===== config.mk =====
export PLATFORM = sky130hd
export DESIGN_NAME = microcode_sequencer
export DESIGN_NICKNAME = d
export VERILOG_FILES = /design/src/rtl/microcode_sequencer.sv
export SDC_FILE = /design/constraint.sdc
export NUM_CORES = 1
export LEC_CHECK = 0
export ABC_AREA = 1
export ABC_CLOCK_PERIOD_IN_PS = 2300
export CORE_ASPECT_RATIO = 1.4
export CORE_MARGIN = 10
export CORE_UTILIZATION = 30
export CTS_CLUSTER_SIZE = 30
export DETAILED_ROUTE_END_ITERATION = 10
export SETUP_SLACK_MARGIN = 0.4
export SLEW_MARGIN = 30
export SYNTH_ARGS = -nofsm -noshare
export SYNTH_HDL_FRONTEND = slang
export SYNTH_SLANG_ARGS = --single-unit
export TNS_END_PERCENT = 5

===== constraint.sdc =====
create_clock -name clk -period 2.3 [get_ports clk]
set_input_delay 0.345 -clock clk [delete_from_list [all_inputs] [get_ports clk]]
set_output_delay 0.345 -clock clk [all_outputs]
set_load 0.03 [all_outputs]

===== src/rtl/microcode_sequencer.sv =====
// microcode_sequencer
//   Walks the microprogram of an accepted opcode through an external
//   synchronous microcode ROM. Each microinstruction is handed to the
//   downstream executor as an r_addr/w_addr pair for one EXEC cycle, or
//   for longer if the executor stalls it.
//
// Ports
//   clk, reset_n     : clock, asynchronous active-low reset
//   start, opcode    : run request and its opcode (taken only while ready=1)
//   ready, busy      : idle / running indication
//   flag             : branch condition from the datapath, sampled in EXEC
//   hold             : executor stall, freezes EXEC
//   uc_addr, uc_data : ROM address (the registered uPC) and ROM read data
//   r_addr, w_addr   : bus source/destination selects, 0 unless step_valid
//   step_valid       : r_addr/w_addr are live this cycle
//   done             : one-cycle pulse on return to idle
//   error            : sticky watchdog abort, cleared by the next start
module microcode_sequencer #(
  parameter int UPC_W     = 8,
  parameter int UW        = 19 + UPC_W,
  parameter int MAX_STEPS = 64
) (
  input  logic             clk,
  input  logic             reset_n,
  input  logic             start,
  input  logic [7:0]       opcode,
  output logic             ready,
  output logic             busy,
  input  logic             flag,
  input  logic             hold,
  output logic [UPC_W-1:0] uc_addr,
  input  logic [UW-1:0]    uc_data,
  output logic [7:0]       r_addr,
  output logic [7:0]       w_addr,
  output logic             step_valid,
  output logic             done,
  output logic             error
);

  localparam int CNT_W = $clog2(MAX_STEPS + 1);

  typedef enum logic [1:0] {
    S_IDLE  = 2'd0,
    S_FETCH = 2'd1,
    S_WAIT  = 2'd2,
    S_EXEC  = 2'd3
  } state_t;

  state_t           state;
  logic [UPC_W-1:0] upc;
  logic [CNT_W-1:0] step_cnt;
  logic [CNT_W-1:0] step_cnt_inc;
  logic [UPC_W-1:0] entry_addr;

  // Control half of the fetched microword; the select fields go straight
  // to the r_addr/w_addr registers instead.
  logic [UW-1:16]   ir_ctrl;
  logic             ir_end;
  logic             ir_branch;
  logic             ir_cond_en;
  logic [UPC_W-1:0] ir_target;

  // Entry address is the opcode zero-extended or truncated to UPC_W.
  generate
    if (UPC_W == 8) begin : g_entry_eq
      assign entry_addr = opcode;
    end else if (UPC_W > 8) begin : g_entry_ext
      assign entry_addr = {{(UPC_W-8){1'b0}}, opcode};
    end else begin : g_entry_trunc
      assign entry_addr = opcode[UPC_W-1:0];
    end
  endgenerate

  assign ir_end     = ir_ctrl[16];
  assign ir_branch  = ir_ctrl[17];
  assign ir_cond_en = ir_ctrl[18];
  assign ir_target  = ir_ctrl[18+UPC_W:19];

  assign step_cnt_inc = step_cnt + CNT_W'(1);

  assign ready   = (state == S_IDLE);
  assign busy    = ~ready;
  assign uc_addr = upc;

  // Instruction register: pure data, loaded when the ROM word is valid.
  always_ff @(posedge clk) begin
    if (state == S_WAIT) begin
      ir_ctrl <= uc_data[UW-1:16];
    end
  end

  always_ff @(posedge clk or negedge reset_n) begin
    if (!reset_n) begin
      state      <= S_IDLE;
      upc        <= '0;
      step_cnt   <= '0;
      r_addr     <= 8'h00;
      w_addr     <= 8'h00;
      step_valid <= 1'b0;
      done       <= 1'b0;
      error      <= 1'b0;
    end else begin
      done <= 1'b0;
      case (state)
        // IDLE: accept a new opcode; also taken in the done cycle so
        // consecutive opcodes run without a bubble.
        S_IDLE: begin
          if (start) begin
            upc      <= entry_addr;
            error    <= 1'b0;
            step_cnt <= '0;
            state    <= S_FETCH;
          end
        end
        // FETCH: uPC is on uc_addr and the ROM samples it at this edge.
        S_FETCH: begin
          state <= S_WAIT;
        end
        // WAIT: ROM word is valid; register the selects for EXEC.
        S_WAIT: begin
          r_addr     <= uc_data[15:8];
          w_addr     <= uc_data[7:0];
          step_valid <= 1'b1;
          state      <= S_EXEC;
        end
        // EXEC: selects are live; on release pick the next uPC. End wins
        // over the watchdog, the watchdog over any branch.
        S_EXEC: begin
          if (!hold) begin
            step_cnt   <= step_cnt_inc;
            step_valid <= 1'b0;
            r_addr     <= 8'h00;
            w_addr     <= 8'h00;
            if (ir_end) begin
              done  <= 1'b1;
              state <= S_IDLE;
            end else if (step_cnt_inc == CNT_W'(MAX_STEPS)) begin
              done  <= 1'b1;
              error <= 1'b1;
              state <= S_IDLE;
            end else if (ir_branch && (!ir_cond_en || flag)) begin
              upc   <= ir_target;
              state <= S_FETCH;
            end else begin
              upc   <= upc + UPC_W'(1);
              state <= S_FETCH;
            end
          end
        end
        default: begin
          state <= S_IDLE;
        end
      endcase
    end
  end

endmodule


; ---- Word-level counts from Yosys, hierarchy flattened
; Index checks and enable logic that the tools add are counted.
[classes]
addsub = 2
n_eq_ne = 9
muxes = 28
bitwise = 1
reduce_logical = 11
[ops]
columns = operator, n
row1 = $mux 8, 6
row2 = $pmux 8 s2, 3
row3 = $mux 7, 2
row4 = $pmux 7 s2, 1
row5 = $mux 1, 11
row6 = $ne 2x2->1 const B, 5
row7 = $reduce_and 5->1, 2
row8 = $add 8x1->8 const B, 1
row9 = $pmux 2 s4, 1
row10 = $add 7x1->7 const B, 1
row11 = $eq 7x7->1 const B, 1
row12 = $eq 2x2->1 const B, 2
row13 = $mux 2, 2
row14 = $pmux 1 s2, 2
row15 = $reduce_and 2->1, 2
row16 = $reduce_bool 2->1, 2
row17 = $reduce_and 3->1, 1
row18 = $eq 2x1->1 const B, 1
row19 = $logic_not 2->1, 1
row20 = $logic_and 1x1->1, 1
row21 = $logic_not 1->1, 1
row22 = $logic_or 1x1->1, 1
row23 = $not 1->1, 1
[word_totals]
ff_bits = 47
in_bits = 40
out_inout_bits = 29

; ---- Depth between registers and ports, before layout
[depth]
word_depth = 8
depth_mapped = 11
depth_no_buf = 11

; ---- Least setup slack after synthesis
; Ideal clock, no wire load.
[synth_path]
kind = reg2reg
start = register state[0]
end = register upc[3], in the netlist uc_addr[3]
arrival_ns = 1.813
path_slack_ns = 0.369
path_stages_with_launch = 11
path_cell_list = dfrtp_1 -> inv_1 -> ha_1 -> inv_2 -> o21a_1 -> o21ai_2 -> inv_4 -> nand2_8 -> nand2_8 -> nand2_1 -> nand2_1
[synth_between]
elab_chain_cells = 3
word_cells_on_any_way = 9
[synth_rtl]
columns = element, line_no
row1 = start: declaration, 49  ; state_t state;
row2 = start signal: assignment, 94  ; state <= S_IDLE;
row3 = start signal: assignment, 112  ; state <= S_FETCH;
row4 = start signal: assignment, 117  ; state <= S_WAIT;
row5 = $logic_not 2->1 *, --
row6 = net ready, 27  ; output logic ready,
row7 = $ne 2x2->1 (no source line) / $reduce_bool 2->1 (equally long branches), --
row8 = $reduce_and 5->1 (no source line), --
row9 = end signal: assignment, 109  ; upc <= entry_addr;
row10 = end signal: assignment, 142  ; upc <= ir_target;
row11 = end signal: assignment, 145  ; upc <= upc + UPC_W'(1);
row12 = end: declaration, 50  ; logic [UPC_W-1:0] upc;
; The timed path passes the listed nets; every way through them passes the cells marked *.
; A chain may end at the register's enable or synchronous reset.

; ---- Worst setup path in the final report
[layout_path]
start = register state[0]
end = output port busy
[layout_between]
elab_chain_cells = 2
[layout_rtl]
columns = element, line_no
row1 = $logic_not 2->1, 81  ; assign ready = (state == S_IDLE);
row2 = $not 1->1, 82  ; assign busy = ~ready;
row3 = end: declaration, 28  ; output logic busy,
; No other way between the ends.

==> results_dict.tcl <==
set metrics [dict create \
    outcome "finished, final reports clean" \
    critical_path.startpoint "state[0]$_DFFE_PN0P_" \
    final_area_sq_um 3260 \
    gp_congestion 0.827 \
    setup_viol 0 \
    final-hold-violation-count 0 \
    fp.dieH_um 125 \
    rows 38 \
    worstPathRequired_ps 1960 \
    grt_pass1_wl_um 10200 \
    place_area_sq_um 3160 \
    worst_r2r_path_depth 9 \
    fin_setup_tns_ps 0 \
    ios 69 \
    dr.pass1.iters 4 \
    dp_hpwl_um 4690 \
    yosys.area_share.simple_pct 31.7 \
    max_freq_mhz 541 \
    drv_cap 0 \
    coreArea_sq_um 7700 \
    ys_seq_area_share_pct 52.0 \
    ys_seq_elements 47 \
    synth_compound_area_share_pct 7.87 \
    synth_nets 311 \
    port_buffers 68 \
    min_path_type "input port to asynchronous set/reset pin" \
    synth.avg_cell_area_sq_um 8.90 \
    critPathTopFamily "buffers and inverters" \
    ctsLongestPathBuffers 2 \
    slew_viol_final 0 \
    post_route_cells_drive_above_1_share_pct 8.88 \
    max_slew_margin_pct 67.6 \
    grt_pass1_vias 2102 \
    final_util_pct 42.3 \
    crit_chain "inv_1 > ha_2 > inv_2 > dlygate4sd2_1" \
    syn-cell-area_sq_um 2370 \
    power-per-cell-area_nw_per_um2 1310 \
    final_antenna_net_count 0 \
    min_period_ps 1850 \
    synth_cells 266 \
    ctsHoldBuffers 0 \
    pre_cts_ws_ps 365 \
    instances_no_fill 438 \
    num_antenna_cells 0 \
    insertion_delay_ps 300 \
    synth_xor_area_share_pct 0.740 \
    die_area_sq_um 11900 \
    r2r_end "uc_addr[6]$_DFFE_PN0P_" \
    p_leak_nw 1.50 \
    numCtsBuffers 5 \
    slowest_delay_ps 420 \
    floorplan.initialDensity_pct 30.8 \
    fin_nets 382 \
    path_depth 4 \
    post-cts-setup-buffers 0 \
    cp_data_arrival_time_ps 1500 \
    root_buffer "clkbuf_8" \
    worstSetupPathType "flop to primary output" \
    drt-initial-drc-count 76 \
    regToRegSetupSlack_ps 490 \
    worst_pin_slew_ps 486 \
    area_growth_pct 37.6 \
    wl_per_cell_um 13.9 \
    via_per_inst 4.58 \
    clkTransAtPathRegs_ps 80 \
    post-route-period-util_pct 80.4 \
    grt_max_degree 37 \
    synth_adder_area_share_pct 2.64 \
    num_vias 2005 \
    synth_warnings 0 \
    end_kind "primary output" \
    ir_drop_uv 481 \
    drc_errors 0 \
    grt_antenna_before_repair 0 \
    start_kind "flop" \
    die_x_um 95.1 \
    overflow 0 \
    crit_buf_inv 3 \
    r2r-start "state[0]$_DFFE_PN0P_" \
    worstPathMaxFanout 5 \
    grt.total_usage_pct 10.6 \
    routed_wl_um 6100 \
    power_mw 4.27 \
    htreeDepth 2 \
    skew_ps 3.63 \
    synth_top_family_by_area "simple AND/OR/NAND/NOR gates" \
    postLayoutSetupSlackWorst_ps 451 \
    yosysUniqueCellTypes 32 \
    dp.cells 430 \
    slowest_stage "dfrtp_1" \
    cts.sinks 47 \
    grt_setup_unrepaired "yes" \
    cts_tree "built" \
    muxShareOfSynthArea_pct 0 \
    hold_ws_ps 0.0477 \
    cp-endpoint "busy" \
]
## logic make-up (layout without fill, tap and decap cells)
kind of cell,Yosys count,count (layout)
and+or+nand+nor,153,153
DFF,47,47
AOI/OAI and AO/OA,30,30
buffers and inverters,29,101
adders and majority gates,5,5
xor gates and xnor gates,2,2
## placed cells by master, fill, tap and decap left out
cell type	Yosys	routed
a21boi_0	1	1
a21boi_1	1	1
a21oi_1	5	5
a32o_1	1	1
buf_4	1	5
clkbuf_1	3	1
clkbuf_8	0	6
clkdlybuf4s50_1	0	65
clkinv_1	0	1
dfrtp_1	36	36
dlygate4sd2_1	0	1
dlymetal6s2s_1	0	1
edfxtp_1	11	11
ha_1	5	3
ha_2	0	2
inv_1	17	17
inv_2	3	3
inv_4	1	1
nand2_1	78	78
nand2_2	1	1
nand2_4	2	2
nand2_8	3	3
nand3_1	50	50
nand3b_1	1	1
nand4_1	3	3
nor2_1	10	10
nor2_2	1	1
nor2_4	2	2
nor2_8	1	1
o211ai_1	3	3
o21a_1	1	1
o21ai_0	11	11
o21ai_2	2	2
o21bai_1	2	2
o22ai_1	3	3
or2_2	1	1
xor2_1	2	2
## state kept, by name (all words and copies together), names as in the netlist
name and flops:
done 1, state 2, step_valid 1, ir_ctrl 11, error 1, r_addr 8
uc_addr 8, step_cnt 7, w_addr 8
## synth_stat cells
cell type	number	area share (%)
nand2_1	78	12
nand3_1	50	11
dfrtp_1	36	38
inv_1	17	2.7
edfxtp_1	11	14
o21ai_0	11	2.3
nor2_1	10	1.6
a21oi_1	5	1.1
ha_1	5	2.6
buf_2	4	0.85
clkbuf_1	3	0.48
inv_2	3	0.48
nand2_8	3	2.5
nand4_1	3	0.79
o211ai_1	3	0.95
o22ai_1	3	0.79
nand2_4	2	0.95
nor2_4	2	0.95
o21ai_2	2	0.74
o21bai_1	2	0.63
xor2_1	2	0.74
a21boi_0	1	0.32
a21boi_1	1	0.32
a32o_1	1	0.42
buf_4	1	0.32
inv_4	1	0.26
nand2_2	1	0.26
nand3b_1	1	0.32
nor2_2	1	0.26
nor2_8	1	0.85
o21a_1	1	0.32
or2_2	1	0.26
## worst min-delay path by stage
stage,from,endpoint,cells past startpoint
2_1_floorplan,reset_n,done$_DFF_PN0_,0
3_3_place_gp,step_valid$_DFFE_PN0P_,step_valid$_DFFE_PN0P_,2
3_5_place_dp,step_valid$_DFFE_PN0P_,step_valid$_DFFE_PN0P_,2
4_1_cts,reset_n,w_addr[0]$_DFFE_PN0P_,1
5_1_grt,reset_n,w_addr[5]$_DFFE_PN0P_,1
6_report,reset_n,uc_addr[5]$_DFFE_PN0P_,1
## layout make-up
type / count / area (sq um)
clock buffer: 7 / 86.3
clock inverter: 1 / 3.75
fill: 795 / 4440
inverter: 21 / 81.3
multi-input combinational: 190 / 1020
sequential: 47 / 1230
tap: 100 / 125
timing repair buffer: 72 / 709
## worst reg2reg max path, delay by kind of cell, from the launching register on
family,cells,cell delay (ps)
fa+ha+maj,1,350
compound gates,2,370
buf+inv,1,120
flops,1,420
simple gates,5,440
## report_power, final
part	switching, mW	internal (mW)	leakage (nW)
sequential	0.237	1.18	0.565
combinational	1.45	0.890	0.892
clock	0.268	0.241	0.0459
## timing repair
action                                  CTS  global route
resized for setup                         1             2
cloned                                    0             0
hold endpoints to repair                  0             0
endpoints found under the setup margin   10            32
## metal layers
metal | track usage [%] | wire length (um) | up-vias | share of wire (%)
li1 | - | - | 1032 | -
met5 | 0 | 0 | - | 0
met4 | 3.98 | 99 | 0 | 1.6
met2 | 18.3 | 3160 | 54 | 52
met1 | 11.3 | 2410 | 912 | 39
met3 | 4.01 | 440 | 7 | 7.2
Note: power is estimated with default switching activity, not from simulation.
==> RTL edit (same settings) <==
Make the reset (`reset_n`) synchronous in one clocked block. Comments in the files are not updated.
--- a/src/rtl/microcode_sequencer.sv
+++ b/src/rtl/microcode_sequencer.sv
@@ -89,7 +89,7 @@
     end
   end
 
-  always_ff @(posedge clk or negedge reset_n) begin
+  always_ff @(posedge clk) begin
     if (!reset_n) begin
       state      <= S_IDLE;
       upc        <= '0;
Check against the original RTL: differs if reset_n is asserted again (counterexample within 4 cycles, from zero or initial values and one cycle with reset_n low); with reset_n held inactive, the same outputs for 10 cycles.
==> RTL edit against the original RTL <==
Synthesized cell count up 9.0%. Wire length down 0.39%. Total power down 15%. Area after synthesis down 5.4%. Sequential cell count unchanged. Final area down 3.6%. Setup slack worse by 0.0033 ns. Largest cell class unchanged. Critical path type unchanged. Cell count up 5.0%.
==> RTL edit: results (changes against the original RTL) <==
Placement:
- The routability-driven placement congestion ratio is 0.823 (-0.48%).
- The instance area at placement was 3050 µm² (-3.7%).
- The detailed-placement wirelength estimate is 4.66 mm (-0.67%).

GRT:
- The maximum number of pins on one net before global-route repair is 18 (-51%).
- The first-pass GRT wire length came to 10.1 mm (-1.8%).
- The global-route usage over all layers was 10.9% (+0.33 points).
- The met3 capacity usage during global routing came to 6.23% (+2.2 points).

Yosys:
- The most used flip-flop cell after synthesis is dfxtp_1.
- Counting instances in the post-synthesis netlist gives the leading cell types as 94 x nand2_1, 36 x dfxtp_1, 32 x a21oi_1.
- The sequential element share of the synthesized area is 46.9% (-5.1 points).
- The net count of the mapped netlist is 335 (+7.7%).
- The async set or reset register ratio after synthesis is 0% (-77 points).
- The number of flops mapped to enable cells by yosys is 11 (unchanged).

Power and ir drop:
- The largest voltage drop on the vdd net is 0.634 mV (+32%).
- The reported leakage power came to 1.23 nW (-18%).
- The net load switching power is 1.58 mW (-19%).

Worst hold path:
- The path type of the worst min-delay path is flip-flop to flip-flop.

Finish:
- The net total in the final layout came to 407 (+6.5%).
- The share of cells above drive strength 1 is 9.64% (+0.77 points).

Status:
- The flow ran to the end, and the final reports show no timing, DRC or antenna violations.

Critical path:
- The maximum fanout along the worst path is 4 (-1).

Route:
- The count of routing violations after the opening detailed-route iteration came to 99 (+30%).
- The via count is 2059 (+2.7%).
- The post-detailed-route wirelength per cell is 13.2 µm (-5.2%).

Timing:
- The setup clock skew after layout was 0.00326 ns (-0.000366 ns).

CTS:
- The total number of H-tree levels was 2 (unchanged).
==> RTL edit: cell count changes after synthesis, moves of 9 or more <==
cell and delta:
a21oi_1 +27, dfrtp_1 -36, nand3_1 -34, dfxtp_1 +36
nor2_1 +12, nand2_1 +16, inv_1 +9
==> RTL edit: stage by stage <==
stage / instances / hold WS [ns] / setup WS (ns) / util (%) / power [mW]
after floorplan: 290 / 0.424 / 0.452 / - / 2.53
after global placement: 452 / 0.452 / 0.329 / 41.6 / 3.15
after detailed placement: 452 / 0.457 / 0.306 / 41.6 / 3.16
after CTS: 460 / 0.469 / 0.256 / 42.9 / 3.69
after global routing: 460 / 0.491 / 0.301 / 42.9 / 3.90
final: 460 / 0.463 / 0.448 / 42.9 / 3.62
==> RTL edit: timing repair <==
| item | 4_1_cts | 5_1_grt |
|---|---|---|
| gates resized for setup | 1 | 2 |
| buffers inserted | 0 | 0 |
| hold buffers | 0 | 0 |
| setup endpoints to repair | 10 | 21 |
==> RTL edit: final cells by class <==
class                           count  area [µm²]
Tap cell                           97         121
Inverter                           27         105
Clock buffer                        7        86.3
Sequential cell                    47        1050
Fill cell                         773        4170
Clock inverter                      1        5.00
Timing Repair Buffer               74         727
Multi-Input combinational cell    207        1040
==> RTL edit: final timing paths <==
path | start | to | slack, ns
setup / recovery | state[0] | busy | 0.45
hold / removal | error | error | 0.46
setup reg to reg | state[0] | uc_addr[1] | 0.47
hold reg to reg | error | error | 0.46
==> RTL edit: cell families (layout without fill, tap and decap cells) <==
logic type / count (synthesis) / count (layout) / share of synthesized area [%]
and+or+nand+nor: 153 / 153 / 30.5
AOI/OAI and AO/OA: 47 / 47 / 11.8
adders and majority gates: 5 / 5 / 2.79
buffers and inverters: 36 / 109 / 7.15
DFF: 47 / 47 / 46.9
xor gates and xnor gates: 2 / 2 / 0.782
==> RTL edit: worst max-delay path: stages (launching register included) <==
cell	delay [ns]
dfxtp_1	0.39
inv_1	0.11
ha_4	0.20
clkinvlp_4	0.08
dlygate4sd2_1	0.42
==> RTL edit: power by group through the flow <==
stage	Combinational (mW)	Clock [mW]	Sequential, mW
floorplan	1.00	0	1.52
global placement	1.89	0	1.26
detailed placement	1.90	0	1.26
CTS	1.90	0.550	1.24
global route	2.05	0.581	1.27
finish	1.86	0.524	1.24
==> RTL edit: per-layer routing <==
layer | up-vias | part of all wire, %
met2 | 76 | 44
met4 | 0 | 1.4
met3 | 9 | 11
met1 | 897 | 43
met5 | - | 0
li1 | 1077 | -
